File: config.mk
export PLATFORM = sky130hd
export DESIGN_NAME = reg_file_scb
export DESIGN_NICKNAME = d
export VERILOG_FILES = /design/src/rtl/reg_file_scb.sv
export SDC_FILE = /design/constraint.sdc
export NUM_CORES = 2
export LEC_CHECK = 0
export BUFFER_PORTS_ARGS = -buffer_cell sky130_fd_sc_hd__buf_4
export CAP_MARGIN = 30
export CORE_MARGIN = 2
export CORE_UTILIZATION = 56
export CTS_BUF_LIST = sky130_fd_sc_hd__clkbuf_16
export DETAILED_ROUTE_END_ITERATION = 8
export GPL_TIMING_DRIVEN = 0
export HOLD_SLACK_MARGIN = 0.02
export PLACE_DENSITY = 0.72
export SETUP_SLACK_MARGIN = 0.5
export SYNTH_ARGS = -nofsm -noshare
export SYNTH_HDL_FRONTEND = slang
export SYNTH_SLANG_ARGS = --single-unit
File: constraint.sdc
create_clock -name clk -period 54.9 [get_ports clk]
set_input_delay 10.98 -clock clk [delete_from_list [all_inputs] [get_ports clk]]
set_output_delay 10.98 -clock clk [all_outputs]
set_load 0.02 [all_outputs]
File: src/rtl/reg_file_scb.sv
//==============================================================================
// Module      : reg_file_scb
// Description : 32-entry architectural register file with write-through read
//               bypass and a per-register pending-write scoreboard that raises
//               a combinational issue stall on read-after-write hazards and on
//               destination counter saturation.
// Revision    : 1.0 - initial release
//==============================================================================
`default_nettype none

module reg_file_scb #(
  parameter int DATA_W = 32,
  parameter int CNT_W  = 2
) (
  input  logic              clk,
  input  logic              reset,
  // decode-stage read ports
  input  logic [4:0]        ReadReg1,
  input  logic [4:0]        ReadReg2,
  output logic [DATA_W-1:0] ReadData1,
  output logic [DATA_W-1:0] ReadData2,
  // writeback port
  input  logic [4:0]        WriteReg,
  input  logic [DATA_W-1:0] WriteData,
  input  logic              RegWrite,
  // issue interface
  input  logic              IssueValid,
  input  logic              IssueUses1,
  input  logic              IssueUses2,
  input  logic              IssueRegWrite,
  input  logic [4:0]        IssueDst,
  output logic              Stall,
  output logic              ScbErr
);

  localparam int          c_NUM_REGS = 32;
  localparam [CNT_W-1:0]  c_PEND_MAX = {CNT_W{1'b1}};
  localparam [CNT_W-1:0]  c_PEND_ONE = CNT_W'(1);

  // Flattened views of storage; entry 0 is hard-wired to zero.
  logic [DATA_W-1:0] w_regs [0:c_NUM_REGS-1];
  logic [CNT_W-1:0]  w_pend [0:c_NUM_REGS-1];

  // Write-port qualifiers shared by storage and scoreboard.
  logic w_dec;
  logic w_inc;

  // Scoreboard lookups for the two sources and the destination.
  logic [CNT_W-1:0] w_pend1;
  logic [CNT_W-1:0] w_pend2;
  logic [CNT_W-1:0] w_eff1;
  logic [CNT_W-1:0] w_eff2;
  logic             w_hit1;
  logic             w_hit2;
  logic             w_haz1;
  logic             w_haz2;
  logic             w_sat;
  logic             w_err_evt;

  logic             r_scb_err;

  assign w_regs[0] = '0;
  assign w_pend[0] = '0;

  // A writeback to r0 neither stores data nor retires a pending write.
  assign w_dec = RegWrite & (WriteReg != 5'd0);

  //----------------------------------------------------------------------------
  // Per-register data storage and pending-write counter
  //----------------------------------------------------------------------------
  for (genvar i = 1; i < c_NUM_REGS; i++) begin : g_reg
    logic [DATA_W-1:0] r_data;
    logic [CNT_W-1:0]  r_pend;
    logic              w_inc_i;
    logic              w_dec_i;

    assign w_inc_i = w_inc & (IssueDst == 5'(i));
    assign w_dec_i = w_dec & (WriteReg == 5'(i));

    // Architectural value, updated by writeback.
    always_ff @(posedge clk or posedge reset) begin
      if (reset) begin
        r_data <= '0;
      end else if (w_dec_i) begin
        r_data <= WriteData;
      end
    end

    // In-flight write count: issue increments, writeback decrements,
    // both together cancel; an unmatched writeback leaves it at zero.
    always_ff @(posedge clk or posedge reset) begin
      if (reset) begin
        r_pend <= '0;
      end else if (w_inc_i && !w_dec_i) begin
        r_pend <= r_pend + c_PEND_ONE;
      end else if (w_dec_i && !w_inc_i && (r_pend != '0)) begin
        r_pend <= r_pend - c_PEND_ONE;
      end
    end

    assign w_regs[i] = r_data;
    assign w_pend[i] = r_pend;
  end

  //----------------------------------------------------------------------------
  // Read ports
  //----------------------------------------------------------------------------
  // Zero register, then same-cycle writeback bypass, then the array.
  always_comb begin
    ReadData1 = w_regs[ReadReg1];
    if (ReadReg1 == 5'd0) begin
      ReadData1 = '0;
    end else if (w_dec && (WriteReg == ReadReg1)) begin
      ReadData1 = WriteData;
    end
  end

  // Same selection for the second operand.
  always_comb begin
    ReadData2 = w_regs[ReadReg2];
    if (ReadReg2 == 5'd0) begin
      ReadData2 = '0;
    end else if (w_dec && (WriteReg == ReadReg2)) begin
      ReadData2 = WriteData;
    end
  end

  //----------------------------------------------------------------------------
  // Hazard detection
  //----------------------------------------------------------------------------
  assign w_pend1 = w_pend[ReadReg1];
  assign w_pend2 = w_pend[ReadReg2];
  assign w_hit1  = w_dec & (WriteReg == ReadReg1);
  assign w_hit2  = w_dec & (WriteReg == ReadReg2);

  // Effective count discounts a write retiring this cycle, since the bypass
  // already delivers its data. An unmatched writeback (count 0) must not
  // wrap the count into a phantom hazard.
  always_comb begin
    w_eff1 = w_pend1;
    w_eff2 = w_pend2;
    if (w_hit1 && (w_pend1 != '0)) begin
      w_eff1 = w_pend1 - c_PEND_ONE;
    end
    if (w_hit2 && (w_pend2 != '0)) begin
      w_eff2 = w_pend2 - c_PEND_ONE;
    end
  end

  assign w_haz1 = IssueUses1 & (ReadReg1 != 5'd0) & (w_eff1 != '0);
  assign w_haz2 = IssueUses2 & (ReadReg2 != 5'd0) & (w_eff2 != '0);

  // Saturation uses the registered count: a retiring write this cycle does
  // not free a slot until the next edge, which keeps the counter from ever
  // needing to exceed its maximum.
  assign w_sat = IssueRegWrite & (w_pend[IssueDst] == c_PEND_MAX);

  assign Stall = IssueValid & (w_haz1 | w_haz2 | w_sat);

  // Only accepted (non-stalled) issues with a real destination are tracked.
  assign w_inc = IssueValid & IssueRegWrite & (IssueDst != 5'd0) & ~Stall;

  //----------------------------------------------------------------------------
  // Sticky scoreboard error
  //----------------------------------------------------------------------------
  assign w_err_evt = w_dec & (w_pend[WriteReg] == '0);

  // Latch any writeback that had no matching pending write.
  always_ff @(posedge clk or posedge reset) begin
    if (reset) begin
      r_scb_err <= 1'b0;
    end else if (w_err_evt) begin
      r_scb_err <= 1'b1;
    end
  end

  assign ScbErr = r_scb_err;

endmodule

`default_nettype wire

## Yosys cells after proc, flatten, opt, wreduce, memory -nomap -nowiden

Index checks and enable logic that the tools add are counted.

| cells by class | value |
|---|---|
| add/sub/neg operators | 64 |
| $lt $le $gt $ge | 4 |
| eq/ne operators | 65 |
| muxes and demuxes | 86 |
| bitwise logic cells | 82 |
| reduce and logical (&&, ||, !) cells | 232 |

Operator list:

| cell | count |
|---|---|
| binary-select mux 32 bit (select 5 bit) | 2 |
| two-way mux 32 bit | 8 |
| equality test 5 bit, second input constant | 32 |
| two-way mux 2 bit | 72 |
| nonzero test 2 bit | 66 |
| logical AND 1 bit | 97 |
| equality test 5 x 4 -> 1 bit, second input constant | 16 |
| bitwise AND 1 bit | 75 |
| subtractor 2 x 1 -> 2 bit, second input constant | 33 |
| adder 2 x 1 -> 2 bit, second input constant | 31 |
| zero test 1 bit | 62 |
| binary-select mux 2 bit (select 5 bit) | 4 |
| equality test 5 x 3 -> 1 bit, second input constant | 8 |
| >= comparator 6 bit, second input constant | 4 |
| inverter 5 -> 6 bit | 4 |
| equality test 5 x 2 -> 1 bit, second input constant | 4 |
| nonzero test 5 bit | 4 |
| equality test 5 x 1 -> 1 bit, second input constant | 2 |
| equality test 5 bit | 2 |
| zero test 5 bit | 2 |
| equality test 2 bit, second input constant | 1 |
| zero test 2 bit | 1 |
| bitwise OR 1 bit | 2 |
| inverter 1 bit | 1 |

| word-level totals | value |
|---|---|
| register bits | 1,055 |
| bits of input ports | 59 |
| output and inout port bits | 66 |
| logic and storage cells | 596 |

## Logic depth before layout (Yosys ltp)

| logic depth | value |
|---|---|
| word-level depth | 20 |
| mapped depth | 19 |
| depth with buffers taken out | 14 |

## Worst setup path before layout

Ideal clock, no wire load.

| timing | value |
|---|---|
| kind | input to output |
| start | input ReadReg1[0] |
| end | output Stall |
| arrival time | 13.719 ns |
| data required time | 43.920 ns |
| setup slack | 30.201 ns |
| stages on the path | 15 |
| path buffers | 4 |
| cells stage by stage | buf_4 -> buf_6 -> mux4_2 -> a32oi_1 -> o41ai_1 -> or3_1 -> inv_1 -> ha_1 -> nor4_1 -> nand4bb_1 -> o211ai_2 -> buf_4 -> nand3_4 -> buf_6 -> and2_1 |

| on the way | value |
|---|---|
| cells in the longest elaborated chain, start to end | 12 |

RTL lines:

| what | line | source |
|---|---|---|
| start: declaration | 18 | `input logic [4:0] ReadReg1,` |
| branches (longest 8 deep; another with subtractor 2 x 1 -> 2 bit) | - |  |
| bitwise AND 1 bit (*) | 150 | `assign w_haz1 = IssueUses1 & (ReadReg1 != 5'd0) & (w_eff1 != '0);` |
| bitwise OR 1 bit (*) (2 in a row) | 158 | `assign Stall = IssueValid & (w_haz1 \| w_haz2 \| w_sat);` |
| bitwise AND 1 bit (*) | 158 |  |
| end: declaration | 32 | `output logic Stall,` |

Every way passes the cells marked *. The select of a mux whose other input is x is not followed.

## Final worst setup path

| timing | value |
|---|---|
| start | input ReadReg1[1] |
| end | output ReadData1[16] |

| on the way | value |
|---|---|
| cells in the longest elaborated chain, start to end | 6 |

RTL lines:

| what | line | source |
|---|---|---|
| inverter 5 -> 6 bit (implied by the code) | 110 | `ReadData1 = w_regs[ReadReg1];` |
| binary-select mux 32 bit (select 5 bit) | 110 |  |
| two-way mux 32 bit (implied by the code) (2 in a row) | 110 |  |
| two-way mux 32 bit | 113 | `end else if (w_dec && (WriteReg == ReadReg1)) begin` |
| two-way mux 32 bit (*) | 111 | `if (ReadReg1 == 5'd0) begin` |
| end: declaration | 20 | `output logic [DATA_W-1:0] ReadData1,` |

Every way passes the cells marked *; elsewhere a longest branch is shown, timed or not. The select of a mux whose other input is x is not followed.

==> results.tsv <==
stage	metric	value	unit
outcome	outcome	complete, but fails checks	
outcome	violated_checks	design-rule violations	
worst_setup_path	timing.critical_path.fanout_max	10	
worst_setup_path	reg2reg_depth	16	
sta	timing_worst_slew_pin_value	1.316	ns
flow_run	max_cap_violations	0	
sta	timing.final.hold_violations	0	
worst_hold_path	hold_path.startpoint	ScbErr	
grt	grt_start_max_net_pins	126	
grt	grt_util_met3	0.3223	
detailed_routing	routed_wirelength	282200	um
yosys	ys_seq_area_frac	0.4447	
sta	max_freq	0.03775	GHz
yosys	async_sr_flop_fraction	1.000	
worst_setup_path	r2r_setup_slack	50.99	ns
grt	met2_usage	0.6707	
floorplanning	start_util	0.5640	
yosys	ys_seq_elements	1055	
worst_setup_path	critical_path.most_common_cell	buf_2	
worst_setup_path	critPathTopFamily	buffers and inverters	
worst_hold_path	hold_path_depth	1	
yosys	synthDominantAreaCellType	dfrtp_1	
clock_tree	tritoncts_clock_tree	done	
detailed_routing	route.vias.total	52693	
worst_setup_path	crit_buf_inv	7	
worst_setup_path	delay_contributed_by_the_slowest_stage_of_the_critical_path	0.88	ns
placed_design	place_congestion	1.051	
final_layout	syn2layout_area_growth	14.67	%
worst_setup_path	worst-setup-path-type	input port to output pin	
final_layout	reg_area	26400	um^2
detailed_routing	drc	32	
sta	setup_tns	0	ns
final_layout	layout-drive-gt1-share	0.3219	
power	p_total	2.426	mW
floorplanning	site_rows	119	
clock_tree	ctsLongestPathBuffers	3	
grt	met1_usage	0.6083	
worst_setup_path	critical_path.endpoint_type	output pin	
sta	timing.max_slew.rel_slack	0.1225	
detailed_routing	detail_route.first_pass.iterations	9	
yosys	yosys-top-cells-area	dfrtp_1 44%, mux4_2 21%, mux2_2 12%	
clock_tree	cts_post_setup_buffers_inserted	0	
yosys	number_of_different_library_cells_in_the_post_synthesis_netlist	73	
worst_setup_path	worst_ep_required_time	43.92	ns
detailed_routing	postRouteAntennaNets	0	
detailed_routing	wire_per_inst	40.58	um
detailed_routing	drtIter0Drc	9687	
placed_design	portBuffers	115	
yosys	synth_enable_flop_cells	0	
power	leakagePower	30.61	nW
clock_tree	hold_buffers	0	
worst_hold_path	holdCritPathClass	flop to flop	
placed_design	dp_hpwl	194900	um
worst_setup_path	timing.rr.end	g_reg[20].r_pend[0]	
clock_tree	cts-htree-levels	3	
final_layout	finalNetCount	5493	
sta	post-route-period-util	0.4826	
yosys	postSynthNetCount	5117	
yosys	synth_largest_type_area_fraction	0.4447	
detailed_routing	via_per_instance_ratio	7.577	
sta	rsz0062_at_grt	false	
sta	fin_worst_skew	0.03693	ns
grt	grt_pass1_vias	49361	
yosys	yosys_most_used_dff	dfrtp_1	
clock_tree	cts_buffers	114	
sta	timing.final.max_slew_violations	0	
floorplanning	floorplan.io_pins	125	
grt	initial_antenna_violation_count	21	
clock_tree	post_cts.resized_instances	0	
floorplanning	design.die.area	108600	um^2
worst_setup_path	critical-path-slowest-cell	clkbuf_1	
yosys	synthesis.yosys.warnings	0	
sta	period_needed	26.49	ns
worst_setup_path	cp.depth	12	
yosys	synth_cells	5056	
sta	finalSetupViolations	0	
grt	wire_length_of_the_first_global_routing_pass	382500	um
clock_tree	clk-insertion-delay-late	0.79	ns
clock_tree	cts_root_buffer	clkbuf_16	
final_layout	multiInputGateArea	31020	um^2
grt	grt_remaining_overflow	0	
clock_tree	cts.clk_slew.worst_paths	0.06	ns
worst_setup_path	cp-start-kind	input port	
floorplanning	fp.dieW	329.6	um
clock_tree	clkSinkCount	1055	
worst_setup_path	cp_cell_sequence	buf_2 > buf_2 > buf_2 > clkbuf_1 > clkbuf_1 > buf_6 > mux2_2 > a221oi_1 > a2111oi_0 > a21oi_1 > o21ai_0 > buf_4	
worst_setup_path	cp.arrival	15.51	ns
yosys	synthesis.area	59370	um^2
power	ir_drop	0.03170	mV
grt	global_route.peak_usage_layer	met2	
power	power.density	35.63	nW/um^2
floorplanning	core	105300	um^2
yosys	avg_synthesized_cell_area	11.74	um^2
worst_hold_path	hold-path-endpoint	ScbErr	
final_layout	fillCellCount	8023	
worst_setup_path	crit-reg2reg-launch	g_reg[5].r_pend[0]	
floorplanning	die_y	329.6	um
grt	globalRouteTotalUtil	0.5222	
## Yosys cell counts, types with 42 or more instances
cell type  instances
nand2_1         1383
dfrtp_1         1055
mux2_2           643
mux4_2           559
clkbuf_1         372
nor2_1           173
a21oi_1          111
mux2i_1           86
o21ai_0           68
buf_1             63
nand3_1           45
a221oi_1          42
## cell type report
cell class / instances / area share
Buffer: 482 / 0.02957
Clock inverter: 97 / 0.01108
Tap cell: 1391 / 0.02556
Multi-Input combinational cell: 3501 / 0.4556
Clock buffer: 114 / 0.04190
Antenna cell: 36 / 0.001323
Inverter: 18 / 0.001103
Sequential cell: 1055 / 0.3878
Timing Repair Buffer: 260 / 0.04604
## report_power, final
part           switching, mW  total [mW]  leakage (nW)  internal [mW]
clock                  0.351       0.771          1.86          0.420
sequential             0.124        1.05          13.6          0.925
combinational          0.308       0.606          15.2          0.299
## layout by cell type (no fill, tap or decap), drive strengths merged, types with 10 or more instances in the layout
cell type  synthesis  layout
a22o              30      30
o2bb2ai           10      10
a221oi            42      42
mux2             643     643
nand4             16      16
nor2             173     173
dfrtp           1055    1055
nor2b             21      21
a31oi             21      21
diode              0      36
buf              109     367
nand3             46      46
and3              17      17
o21ai             68      68
a2111oi           37      37
and2              16      16
mux2i             86      86
nand2           1383    1383
a21oi            111     111
nand2b            14      14
a211oi            21      21
clkbuf           373     489
inv               18      47
mux4             559     559
xnor2             15      15
clkinv             0      53
nor3              34      34
o211ai            22      22
## state kept, by name (all words and copies together) (netlist names)
signal and flops:
ScbErr 1, g.r_pend 62, g.r_data 992
## per-stage QoR
step	setup WS (ns)	utilization	hold slack, ns	instances	cell area [um^2]
2_1_floorplan	14.22	-	0.4570	5056	59370
3_3_place_gp	1.777	0.5887	0.4652	6562	61970
3_5_place_dp	28.83	0.6106	0.4741	6698	64280
4_1_cts	28.83	0.6449	0.4885	6909	67880
5_1_grt	28.54	0.6460	0.5141	6924	68000
6_report	28.41	0.6467	0.4873	6954	68080
## per-layer routing
metal  share of wire  vias to the layer above
li1                -                    19158
met5          0.0051                        -
met1            0.32                    26315
met3            0.18                     1743
met4            0.11                       39
met2            0.39                     5438
## kinds of logic after synthesis
family | share of synthesized area
and+or+nand+nor | 0.1208
xor gates and xnor gates | 0.002508
buffers and inverters | 0.03342
DFF | 0.4447
muxes | 0.3485
adders and majority gates | 0.0004214
AOI/OAI and AO/OA | 0.04967
## how the worst max path moves through the flow
stage / start / end / slack, ns
after floorplan: reset / ScbErr / 14.22
after global placement: reset / g_reg[19].r_data[25] / 1.78
after detailed placement: ReadReg1[3] / ReadData1[6] / 28.83
after CTS: ReadReg1[3] / ReadData1[6] / 28.83
after global routing: ReadReg1[1] / ReadData1[20] / 28.54
final: ReadReg1[1] / ReadData1[16] / 28.41
No activity file was read; power rests on OpenSTA's default activity.
